**config.mk**
```make
export PLATFORM = sky130hd
export DESIGN_NAME = ahb_cfg_master
export DESIGN_NICKNAME = d
export VERILOG_FILES = /design/src/rtl/ahb_cfg_pkg.sv /design/src/rtl/ahb_cfg_master.sv
export SDC_FILE = /design/constraint.sdc
export NUM_CORES = 1
export LEC_CHECK = 0
export ABC_AREA = 1
export ABC_CLOCK_PERIOD_IN_PS = 2450
export CORE_ASPECT_RATIO = 0.9
export CORE_MARGIN = 8
export CORE_UTILIZATION = 60
export DETAILED_ROUTE_END_ITERATION = 6
export DONT_BUFFER_PORTS = 1
export PLACE_DENSITY_LB_ADDON = 0.12
export SLEW_MARGIN = 20
export SYNTH_ARGS = -nofsm -noshare
export SYNTH_HDL_FRONTEND = slang
export SYNTH_SLANG_ARGS = --single-unit
```
**constraint.sdc**
```tcl
create_clock -name hclk -period 2.45 [get_ports hclk]
set_input_delay 0.3675 -clock hclk [delete_from_list [all_inputs] [get_ports hclk]]
set_output_delay 0.3675 -clock hclk [all_outputs]
set_load 0.02 [all_outputs]
```
**src/rtl/ahb_cfg_pkg.sv**
```systemverilog
// Shared types and beat program for the AHB-Lite configuration master.
// AHB_CFG_READBACK_EN appends a data_size readback beat.
package ahb_cfg_pkg;

  localparam logic [2:0] ERR_STATUS_ADDRESS = 3'd1;
  localparam logic [2:0] PAYLOAD_ADDRESS    = 3'd2;
  localparam logic [2:0] DATA_SIZE_ADDRESS  = 3'd4;
  localparam logic [2:0] BYTE_HSIZE         = 3'd0;

  typedef enum logic [1:0] {
    IDLE   = 2'd0,
    BUSY   = 2'd1,
    NONSEQ = 2'd2,
    SEQ    = 2'd3
  } htrans_t;

  typedef enum logic [1:0] {
    S_IDLE,
    S_ADDR,
    S_LAST_DATA,
    S_ERR2
  } state_t;

`ifdef AHB_CFG_READBACK_EN
  localparam int unsigned NUM_BEATS = 5;
  localparam logic [2:0]  SIZE_BEAT = 3'd4;
`else
  localparam int unsigned NUM_BEATS = 4;
`endif

  localparam logic [2:0] LAST_BEAT = 3'(NUM_BEATS - 1);
  localparam logic [2:0] ERR_BEAT  = 3'd3;

  typedef struct packed {
    logic [2:0] addr;
    logic       write;
    logic [7:0] data;
  } beat_t;

  function automatic beat_t beat_lookup(
    input logic [2:0]  index,
    input logic [7:0]  size,
    input logic [15:0] payload
  );
    beat_t b;
    b = '0;
    case (index)
      3'd0: b = '{addr: DATA_SIZE_ADDRESS,
                  write: 1'b1, data: size};
      3'd1: b = '{addr: PAYLOAD_ADDRESS,
                  write: 1'b1, data: payload[7:0]};
      3'd2: b = '{addr: PAYLOAD_ADDRESS + 3'd1,
                  write: 1'b1, data: payload[15:8]};
      3'd3: b = '{addr: ERR_STATUS_ADDRESS,
                  write: 1'b0, data: 8'h00};
`ifdef AHB_CFG_READBACK_EN
      3'd4: b = '{addr: DATA_SIZE_ADDRESS,
                  write: 1'b0, data: 8'h00};
`endif
      default: b = '0;
    endcase
    return b;
  endfunction

endpackage

```
**src/rtl/ahb_cfg_master.sv**
```systemverilog
// Pipelined AHB-Lite master that programs the packet register slave.
// Build with AHB_CFG_READBACK_EN to add the data_size readback check.
module ahb_cfg_master
  import ahb_cfg_pkg::*;
(
  input  logic        hclk,
  input  logic        hreset_n,
  input  logic        start,
  input  logic [4:0]  req_data_size,
  input  logic [15:0] req_payload,
  output logic        busy,
  output logic        done,
  output logic        bus_err,
  output logic [1:0]  err_out,
`ifdef AHB_CFG_READBACK_EN
  output logic        size_mismatch,
`endif
  output logic [2:0]  haddr,
  output logic [1:0]  htrans,
  output logic        hwrite,
  output logic [2:0]  hsize,
  output logic [7:0]  hwdata,
  input  logic [7:0]  hrdata,
  input  logic        hready,
  input  logic        hresp
);

  state_t      state;
  logic [2:0]  beat_q;
  logic        d_active;
  logic [2:0]  d_idx;
  logic [4:0]  size_q;
  logic [15:0] payload_q;
  logic [7:0]  wdata_q;

  beat_t       nxt;
  logic        d_ok;
  logic        d_err;
  logic        unused_ok;

  assign d_ok      = d_active & hready;
  assign d_err     = d_active & hresp & ~hready;
  assign unused_ok = ^hrdata;

  // While idle the table is fed from the request so beat0 launches at start
  always_comb begin
    nxt = '0;
    if (state == S_IDLE)
      nxt = beat_lookup(3'd0, {3'b0, req_data_size},
                        req_payload);
    else
      nxt = beat_lookup(beat_q + 3'd1, {3'b0, size_q},
                        payload_q);
  end

  always_ff @(posedge hclk or negedge hreset_n) begin
    if (!hreset_n) begin
      state     <= S_IDLE;
      beat_q    <= '0;
      d_active  <= 1'b0;
      d_idx     <= '0;
      size_q    <= '0;
      payload_q <= '0;
      wdata_q   <= '0;
      busy      <= 1'b0;
      done      <= 1'b0;
      bus_err   <= 1'b0;
      err_out   <= '0;
`ifdef AHB_CFG_READBACK_EN
      size_mismatch <= 1'b0;
`endif
      htrans    <= IDLE;
      haddr     <= '0;
      hwrite    <= 1'b0;
      hsize     <= '0;
      hwdata    <= '0;
    end else begin
      done <= 1'b0;

      if (d_ok) begin
        if (d_idx == ERR_BEAT)
          err_out <= hrdata[1:0];
`ifdef AHB_CFG_READBACK_EN
        if (d_idx == SIZE_BEAT)
          size_mismatch <= hrdata[4:0] != size_q;
`endif
      end

      unique case (state)
        S_IDLE: begin
          if (start) begin
            state     <= S_ADDR;
            busy      <= 1'b1;
            bus_err   <= 1'b0;
            size_q    <= req_data_size;
            payload_q <= req_payload;
            beat_q    <= '0;
            d_active  <= 1'b0;
            htrans    <= NONSEQ;
            haddr     <= nxt.addr;
            hwrite    <= nxt.write;
            hsize     <= BYTE_HSIZE;
            wdata_q   <= nxt.data;
          end
        end

        S_ADDR: begin
          if (d_err) begin
            state    <= S_ERR2;
            d_active <= 1'b0;
            htrans   <= IDLE;
            haddr    <= '0;
            hwrite   <= 1'b0;
            hsize    <= '0;
          end else if (hready) begin
            d_active <= 1'b1;
            d_idx    <= beat_q;
            if (hwrite)
              hwdata <= wdata_q;
            if (beat_q == LAST_BEAT) begin
              state  <= S_LAST_DATA;
              htrans <= IDLE;
              haddr  <= '0;
              hwrite <= 1'b0;
              hsize  <= '0;
            end else begin
              beat_q  <= beat_q + 3'd1;
              htrans  <= NONSEQ;
              haddr   <= nxt.addr;
              hwrite  <= nxt.write;
              hsize   <= BYTE_HSIZE;
              wdata_q <= nxt.data;
            end
          end
        end

        S_LAST_DATA: begin
          if (d_err) begin
            state    <= S_ERR2;
            d_active <= 1'b0;
          end else if (hready) begin
            state    <= S_IDLE;
            d_active <= 1'b0;
            busy     <= 1'b0;
            done     <= 1'b1;
          end
        end

        S_ERR2: begin
          if (hready) begin
            state   <= S_IDLE;
            busy    <= 1'b0;
            done    <= 1'b1;
            bus_err <= 1'b1;
          end
        end

        default: state <= S_IDLE;
      endcase
    end
  end

endmodule
```
==> reports/qor.csv, run 1 <==
stage,metric,value,unit
worst_setup_path,Crit-path slowest cell,ha_1,
clock_network,Sink Count,56,
finish,Final Non-Filler Cells,391,
worst_setup_path,Worst R2R Path Depth,9,
floorplanning,Die Span Y,79.0,um
sta,Worst-Margin Slew,634,ps
floorplanning,row count,23,
floorplanning,area of the core,4350,um2
placement,Final GP Congestion,0.802,
global_routing,GRT overflow,0,
power_and_ir_drop,"Power, Total",3.56,mW
sta,fmax,0.531,GHz
sta,# setup viols final,0,
clock_network,H-tree depth,2,
placement,placed cells,381,
worst_setup_path,Worst path max stage delay,490,ps
finish,Nets,368,
job,max cap viols,0,
sta,worst setup margin,568,ps
clock_network,CTS Buf Count,5,
global_routing,largest net degree at the start of global routing,57,
yosys,Synth Register Bits,56,
hold_path,hold path cells,2,
worst_setup_path,FF-to-FF Start,beat_q[0],
sta,Final Hold Fails,0,
finish,area grow syn2layout,5.87,%
floorplanning,Initial Utilization,60.9,%
status,status,completed,
sta,minimum clock period,1880,ps
worst_setup_path,worst-path fanout max,13,
clock_network,CTS tree,built,
hold_path,Hold Path End,payload_q[1],
route,vias,1960,
placement,Port Buffers,0,
worst_setup_path,Crit Path Category,register to register,
global_routing,first-pass GRT wire length,8.83,mm
finish,Antenna Cells,0,
worst_setup_path,Crit Reg-Reg Endpoint,wdata_q[2],
route,drt first-iter violations,131,
sta,unrepaired setup endpoints after global routing,no,
route,Remaining DRCs,0,
route,Avg WL per Cell,13.5,um
worst_setup_path,Worst Setup End Kind,register,
power_and_ir_drop,"IR drop worst, VDD",557,uV
clock_network,clk_lat worst skew,310,ps
sta,Worst Skew,7.01,ps
worst_setup_path,number of cells on the critical path,9,
worst_setup_path,FF-to-FF setup slack,570,ps
yosys,Ys Warns,0,
yosys,area of the mapped netlist,2650,um2
sta,setup TNS,0,ps
hold_path,min-delay src,req_payload[1],
route,total wire length,5.28,mm
worst_setup_path,Worst Path Buf+Inv,1,
route,Detail Route Antenna Nets,0,
route,Vias/cell,5.01,
power_and_ir_drop,pwr dens,1270,nW/um2
floorplanning,Die X,86.0,um
worst_setup_path,CP arrival,2130,ps
route,drt pass-1 iters,4,
finish,share of layout cells above drive strength 1,6.99,%
yosys,Mean Syn Cell Area,8.02,um2
global_routing,vias in the first global route,1853,
hold_path,Hold Crit Class,input pin to register,
yosys,"Distinct cells, synth",23,
worst_setup_path,required time of the critical path,2700,ps
finish,Layout fillers,387,
clock_network,clock slew at reported path FFs,90,ps
yosys,sequential area share after synthesis,53.0,%
global_routing,Total GRT Usage,16.4,%
placement,placed wire-length estimate,3.77,mm
floorplanning,io pins,56,
yosys,cells after synthesis,330,
worst_setup_path,critical-path cell list,ha_1 > ha_1 > buf_4 > nand3_1 > nand3_1 > nand2_1 > nand2_1 > nand2_1 > nand2_1,
sta,slew margin rel.,57.7,%
worst_setup_path,CP most frequent cell,nand2_1,
clock_network,Bufs on Longest Clock Path,2,
global_routing,initial antenna violation count,0,
floorplanning,DIE AREA,6790,um2
worst_setup_path,Worst setup SP type,register,
power_and_ir_drop,leakage power,1.54,nW
clock_network,Root Driver,clkbuf_8,
placement,dpl ws,602,ps
sta,post-route clock period utilization,76.8,%
sta,final slew viol count,0,
worst_setup_path,critical path's top delay family,adder cells,
-- how the worst max path moves through the flow --
stage,end,slack (ps),from
after floorplan,haddr[1],850,beat_q[0]
after global placement,wdata_q[3],640,beat_q[0]
after detailed placement,wdata_q[2],600,beat_q[0]
after CTS,wdata_q[2],580,beat_q[0]
after global routing,wdata_q[2],390,beat_q[0]
final,wdata_q[2],570,beat_q[0]
-- where the power goes --
group          switching (mW)  internal [mW]
clock network           0.280          0.303
registers               0.427           1.30
logic                   0.810          0.435
total                    1.52           2.04
-- cell usage after synthesis --
cell / instances / area share [%]
a21oi_1: 5 / 0.95
nand2_2: 3 / 0.71
buf_4: 5 / 1.4
nor2_1: 4 / 0.57
nor3_1: 1 / 0.19
nand4_1: 1 / 0.24
conb_1: 1 / 0.14
buf_1: 1 / 0.14
nand2_1: 167 / 24
o21a_1: 1 / 0.28
nand2_4: 1 / 0.43
o21ai_0: 6 / 1.1
inv_2: 4 / 0.57
nor2_4: 3 / 1.3
nand3_1: 40 / 7.6
dfrtp_1: 56 / 53
buf_2: 6 / 1.1
nand3_2: 1 / 0.38
buf_6: 1 / 0.43
ha_1: 6 / 2.8
clkbuf_1: 3 / 0.43
inv_1: 13 / 1.8
nand3_4: 1 / 0.66
-- cells by family (layout without fill, tap and decap cells) --
logic type	after synthesis	after routing	synth area share (%)
AO/OA/AOI/OAI	12	12	2.37
adder cells (fa/ha/maj)	6	6	2.84
AND/OR/NAND/NOR	222	222	35.7
buffers and inverters	33	29	5.96
other	1	4	0.142
flip-flops	56	56	53.0
-- registers in the layout (all words and copies together) (netlist names) --
signal     flops
payload_q     16
hwdata         8
wdata_q        8
size_q         5
beat_q         3
d_idx          3
haddr          3
err_out        2
state          2
bus_err        1
busy           1
d_active       1
done           1
htrans         1
hwrite         1
-- cells in the final DEF (no fill, tap or decap) --
cell,n
o21ai_0,6
a21oi_1,5
buf_16,1
dlygate4sd3_1,1
bufinv_16,1
nand3_1,40
clkbuf_8,5
ha_1,6
inv_1,13
clkinv_2,1
buf_4,2
nand4_1,1
nand2_1,167
nor2_1,4
nand2_2,3
nand3_2,1
o21a_1,1
nor3_1,1
nand2_4,1
nor2_4,3
nand3_4,1
clkbuf_1,1
inv_2,4
conb_1,4
dfrtp_1,56
-- layer usage --
layer	global-route usage, %	part of all wire (%)	up-vias
li1	-	-	1017
met1	21.1	45	881
met2	25.2	46	56
met3	5.67	7.8	6
met4	5.77	1.4	0
met5	0	0	-
-- through the flow --
stage / instance area, um2 / util [%] / hold WS, ps
finish: 2800 / 64.4 / 157
floorplan: 2660 / - / 71.9
CTS: 2800 / 64.4 / 151
global route: 2800 / 64.4 / 143
detailed placement: 2660 / 61.1 / 73.2
global placement: 2660 / 61.1 / 73.5
-- cell type report --
type / instances / area [um2] / area share, %
clock inverter: 2 / 35.0 / 1.25
timing repair buffer: 4 / 52.6 / 1.88
clock buffer: 6 / 72.6 / 2.59
inverter: 17 / 63.8 / 2.28
tap: 62 / 77.6 / 2.77
multi-input combinational: 244 / 1100 / 39.2
sequential: 56 / 1400 / 50.0
-- repair_timing --
| action | in CTS | in global routing |
|---|---|---|
| endpoints found under the hold margin | 56 | 0 |
| setup buffers | 0 | 0 |
| hold buffers | 2 | 0 |
| resized for setup | 0 | 0 |
No activity file was read; power rests on OpenSTA's default activity.
==> run 2, diff against run 1 <==
--- a/config.mk
+++ b/config.mk
@@ -6,10 +6,10 @@
 export NUM_CORES = 1
 export LEC_CHECK = 0
 export ABC_AREA = 1
-export ABC_CLOCK_PERIOD_IN_PS = 2450
+export ABC_CLOCK_PERIOD_IN_PS = 1600
 export CORE_ASPECT_RATIO = 0.9
 export CORE_MARGIN = 8
-export CORE_UTILIZATION = 60
+export CORE_UTILIZATION = 56
 export DETAILED_ROUTE_END_ITERATION = 6
 export DONT_BUFFER_PORTS = 1
 export PLACE_DENSITY_LB_ADDON = 0.12
==> constraint.sdc (replaced) <==
create_clock -name hclk -period 1.6 [get_ports hclk]
set_input_delay 0.24 -clock hclk [delete_from_list [all_inputs] [get_ports hclk]]
set_output_delay 0.24 -clock hclk [all_outputs]
set_load 0.02 [all_outputs]
==> reports/qor.csv, run 2 (synthesized netlist as in run 1, its figures left out) <==
stage,metric,value,unit
hold_path,Hold Crit Class,input pin to register,
finish,final cell utilization of the core,64.9,%
finish,"leading cell type in the layout, fill and taps excluded",nand2_1,
finish,Final Cell Area,2920,um2
global_routing,grt met2 use,23.9,%
global_routing,GR Layer Usage met1,21.5,%
sta,setup TNS,0,ps
clock_network,postcts setup bufs,0,
placement,Port Buffers,0,
route,Detail Route Antenna Nets,0,
placement,placed cells,390,
worst_setup_path,Worst Setup End Kind,register,
route,Vias/cell,5.07,
route,drt first-iter violations,105,
global_routing,Total GRT Usage,15.8,%
finish,Largest register FFs,16,
clock_network,Bufs on Longest Clock Path,2,
sta,fmax,0.668,GHz
global_routing,vias in the first global route,1954,
route,Remaining DRCs,0,
floorplanning,Die X,88.4,um
sta,post-route clock period utilization,93.5,%
power_and_ir_drop,Clock power frac,13.7,%
power_and_ir_drop,"IR drop worst, VDD",1060,uV
floorplanning,DIE AREA,7180,um2
worst_setup_path,Worst R2R Path Depth,9,
power_and_ir_drop,Sequential Power Share,47.2,%
global_routing,initial antenna violation count,0,
route,vias,2026,
finish,area occupied by multi-input gates,1140,um2
global_routing,first-pass GRT wire length,9.03,mm
floorplanning,Die Span Y,81.2,um
global_routing,largest net degree at the start of global routing,57,
global_routing,GR peak layer,met2,
power_and_ir_drop,NetSw,2.40,mW
power_and_ir_drop,pwr dens,1920,nW/um2
finish,most frequent cells in the layout,"nand2_1, dfrtp_1, nand3_1",
clock_network,clk_lat worst skew,290,ps
finish,area grow syn2layout,10.2,%
power_and_ir_drop,Comb power frac,39.1,%
worst_setup_path,Crit Path Category,register to register,
clock_network,Root Driver,clkbuf_8,
finish,Final Non-Filler Cells,400,
clock_network,CTS Buf Count,5,
finish,Antenna Cells,0,
placement,Placement Cell Area,2740,um2
sta,# setup viols final,0,
status,status,completed,
clock_network,CTS tree,built,
worst_setup_path,Worst setup SP type,register,
worst_setup_path,worst-path fanout max,9,
power_and_ir_drop,leakage power,1.59,nW
route,total wire length,5.37,mm
finish,Seq. cell area,1400,um2
route,Avg WL per Cell,13.4,um
power_and_ir_drop,Int Power,3.20,mW
finish,share of layout cells above drive strength 1,12.4,%
worst_setup_path,required time of the critical path,1840,ps
sta,Worst Skew,2.72,ps
placement,Final GP Congestion,0.776,
global_routing,GRT overflow,0,
floorplanning,Initial Utilization,58.9,%
finish,Layout fillers,414,
hold_path,hold path cells,2,
route,drt pass-1 iters,4,
global_routing,met3 Usage GRT,5.34,%
clock_network,Sink Count,56,
clock_network,clock slew at reported path FFs,90,ps
finish,Largest Register,payload_q,
floorplanning,area of the core,4490,um2
floorplanning,row count,23,
placement,placed wire-length estimate,3.87,mm
job,max cap viols,0,
sta,minimum clock period,1500,ps
finish,Nets,377,
clock_network,H-tree depth,2,
power_and_ir_drop,switching fraction of total power,42.8,%
sta,final slew viol count,0,
floorplanning,io pins,56,
worst_setup_path,CP arrival,1740,ps
sta,Final Hold Fails,0,
finish,Top Registers,"payload_q (16), hwdata (8), wdata_q (8)",
run 2: cell types whose count changed in the layout (fill, tap and decap cells not counted), sizes merged:
cell and delta:
clkinv +1, bufinv -1, buf +9
run 2: path summary, 6_finish.rpt:
check | slack, ps | from | endpoint
worst min register to register | 490 | size_q[0] | size_q[0]
min in group asynchronous | 460 | hreset_n | state[0]
worst max register to register | 100 | beat_q[0] | wdata_q[0]
max in group asynchronous | 920 | hreset_n | wdata_q[7]
worst min-delay path | 50 | req_payload[9] | payload_q[9]
worst max-delay path | 100 | beat_q[0] | wdata_q[0]
run 2: cell type report:
type                    count  share of cell area [%]
clock inverters             2                   0.343
repair buffers             13                    4.81
inverters                  17                    2.19
flip-flops and latches     56                    48.1
multi-input cells         244                    39.1
well taps                  62                    2.66
clock buffers               6                    2.83
run 2: repair_timing:
item | CTS | global route
hold endpoints to repair | 56 | 0
hold buffers | 2 | 0
resized for setup | 0 | 12
endpoints found under the setup margin | 0 | 11
run 2: power by group through the flow:
stage / Clock (mW) / Combinational [mW] / Sequential (mW)
3_3_place_gp: 0 / 1.99 / 2.66
4_1_cts: 0.796 / 2.10 / 2.64
5_1_grt: 0.845 / 2.52 / 2.73
6_report: 0.767 / 2.19 / 2.64
2_1_floorplan: 0 / 1.63 / 2.53
3_5_place_dp: 0 / 2.05 / 2.67
run 2: worst max-delay path, stage by stage, from the launching register on:
cell	delay (ps)
dfrtp_1	390
ha_2	200
ha_4	290
buf_4	160
nand3_1	80
nand3_1	90
nand2_1	50
nand2_1	70
nand2_1	50
nand2_1	60
run 2: routing by layer:
layer  part of all wire (%)  up-vias
met4                   0.43        0
met5                      0        -
met1                     48      930
met3                    8.4        4
li1                       -     1039
met2                     43       53
run 2: per-stage QoR:
stage	hold slack [ps]	worst slack (ps)	total power, mW
2_1_floorplan	-55.6	70.7	4.15
3_3_place_gp	-54.0	50.9	4.65
3_5_place_dp	-54.3	33.9	4.72
4_1_cts	41.8	16.8	5.54
5_1_grt	37.2	-1.73	6.09
6_report	46.0	104	5.60
==> run 3, diff against run 2 <==
--- a/config.mk
+++ b/config.mk
@@ -7,7 +7,6 @@
 export LEC_CHECK = 0
 export ABC_AREA = 1
 export ABC_CLOCK_PERIOD_IN_PS = 1600
-export CORE_ASPECT_RATIO = 0.9
 export CORE_MARGIN = 8
 export CORE_UTILIZATION = 56
 export DETAILED_ROUTE_END_ITERATION = 6
==> reports/qor.csv, run 3 (synthesized netlist as in run 1, its figures left out) <==
stage,metric,value,unit
clock_network,CTS tree,built,
finish,"leading cell type in the layout, fill and taps excluded",nand2_1,
clock_network,Bufs on Longest Clock Path,2,
sta,# setup viols final,0,
clock_network,clk_lat worst skew,320,ps
finish,final cell utilization of the core,62.6,%
placement,Final GP Congestion,0.829,
sta,Worst Skew,10.1,ps
worst_setup_path,FF-to-FF setup slack,80,ps
worst_setup_path,CP most frequent cell,nand2_1,
hold_path,Hold Crit Class,input pin to register,
finish,most frequent cells in the layout,"nand2_1, dfrtp_1, nand3_1",
global_routing,largest net degree at the start of global routing,57,
floorplanning,io pins,56,
clock_network,CTS Buf Count,5,
route,drt first-iter violations,124,
global_routing,vias in the first global route,1997,
route,vias,2051,
worst_setup_path,Worst Setup End Kind,register,
global_routing,GRT overflow,0,
placement,placed wire-length estimate,3.92,mm
sta,minimum clock period,1520,ps
worst_setup_path,CP arrival,1770,ps
route,total wire length,5.47,mm
floorplanning,Die X,84.7,um
clock_network,clock slew at reported path FFs,100,ps
global_routing,first-pass GRT wire length,9.41,mm
finish,area grow syn2layout,9.65,%
worst_setup_path,Worst path max stage delay,400,ps
worst_setup_path,Worst setup SP type,register,
finish,Antenna Cells,0,
power_and_ir_drop,"IR drop worst, VDD",970,uV
global_routing,Total GRT Usage,16.2,%
worst_setup_path,Crit Path Category,register to register,
sta,unrepaired setup endpoints after global routing,yes,
finish,Nets,379,
route,Vias/cell,5.21,
sta,setup TNS,0,ps
finish,Largest register FFs,16,
power_and_ir_drop,"Power, Total",5.59,mW
route,drt pass-1 iters,7,
finish,Top Registers,"payload_q (16), hwdata (8), wdata_q (8)",
finish,Largest Register,payload_q,
floorplanning,DIE AREA,7180,um2
worst_setup_path,critical-path cell list,ha_2 > ha_4 > buf_6 > nand3_1 > nand3_1 > nand2_1 > nand2_1 > nand2_1 > nand2_1,
floorplanning,Die Span Y,84.7,um
worst_setup_path,Worst Path Buf+Inv,1,
sta,post-route clock period utilization,94.8,%
clock_network,H-tree depth,2,
clock_network,Sink Count,56,
floorplanning,area of the core,4630,um2
sta,final slew viol count,0,
status,status,completed,
route,Remaining DRCs,0,
placement,Port Buffers,0,
worst_setup_path,worst-path fanout max,8,
clock_network,postcts setup bufs,0,
job,max cap viols,0,
floorplanning,row count,25,
power_and_ir_drop,leakage power,1.58,nW
finish,share of layout cells above drive strength 1,12.6,%
power_and_ir_drop,pwr dens,1930,nW/um2
floorplanning,Initial Utilization,57.1,%
worst_setup_path,Crit-path slowest cell,dfrtp_1,
sta,Final Hold Fails,0,
sta,fmax,0.659,GHz
clock_network,Root Driver,clkbuf_8,
route,Detail Route Antenna Nets,0,
worst_setup_path,required time of the critical path,1850,ps
worst_setup_path,critical path's top delay family,adder cells,
route,Avg WL per Cell,13.9,um
global_routing,initial antenna violation count,0,
run 3: cell count changes in the layout (fill, tap and decap cells not counted), moves of 2 or more:
cell | before | now
clkinvlp_4 | 0 | 2
clkinv_2 | 2 | 0
buf_6 | 0 | 2
buf_4 | 9 | 11
run 3: area by class of cell:
| cell class | instances | area (um2) |
|---|---|---|
| multi-input combinational | 244 | 1130 |
| fill | 419 | 1730 |
| inverter | 17 | 63.8 |
| sequential | 56 | 1400 |
| clock inverter | 2 | 15.0 |
| timing repair buffer | 15 | 143 |
| clock buffer | 6 | 82.6 |
| tap | 54 | 67.6 |
run 3: layer usage:
layer  vias to the layer above  GRT usage, %  share of wire, %  routed length, um
met3                        10          4.20               6.6                359
li1                       1039             -                 -                  -
met4                         0          6.96               2.1                116
met5                         -             0                 0                  0
met1                       941          21.5                46               2520
met2                        61          24.3                45               2470
run 3: final timing paths:
| path | start | endpoint | depth (start not counted) |
|---|---|---|---|
| setup / recovery | beat_q[1] | wdata_q[0] | 9 |
| hold / removal | req_payload[7] | payload_q[7] | 2 |
| setup reg to reg | beat_q[1] | wdata_q[0] | 9 |
| hold reg to reg | wdata_q[3] | wdata_q[3] | 2 |
| max in group asynchronous | hreset_n | d_idx[2] | 2 |
| min in group asynchronous | hreset_n | payload_q[10] | 2 |
run 3: report_power, final:
group | total (mW) | switching (mW) | leakage, nW | internal [mW]
clock | 0.799 | 0.448 | 0.0434 | 0.351
combinational | 2.16 | 1.32 | 0.822 | 0.840
sequential | 2.63 | 0.629 | 0.716 | 2.00
run 3: through the flow:
| step | setup slack [ps] | cells | area [um2] | hold slack, ps |
|---|---|---|---|---|
| floorplan | 70.7 | 333 | 2660 | -55.6 |
| global placement | -8.56 | 384 | 2730 | -54.1 |
| detailed placement | -45.0 | 384 | 2730 | -54.3 |
| CTS | 34.0 | 394 | 2880 | 17.9 |
| global route | -36.2 | 394 | 2900 | 24.0 |
| finish | 83.5 | 394 | 2900 | 25.1 |
run 3: timing repair:
action                                 in CTS  in global routing
resized for setup                           2                  9
pin swaps                                   0                  8
endpoints found under the hold margin      56                  0
setup endpoints to repair                   8                  7
hold buffers                                2                  0
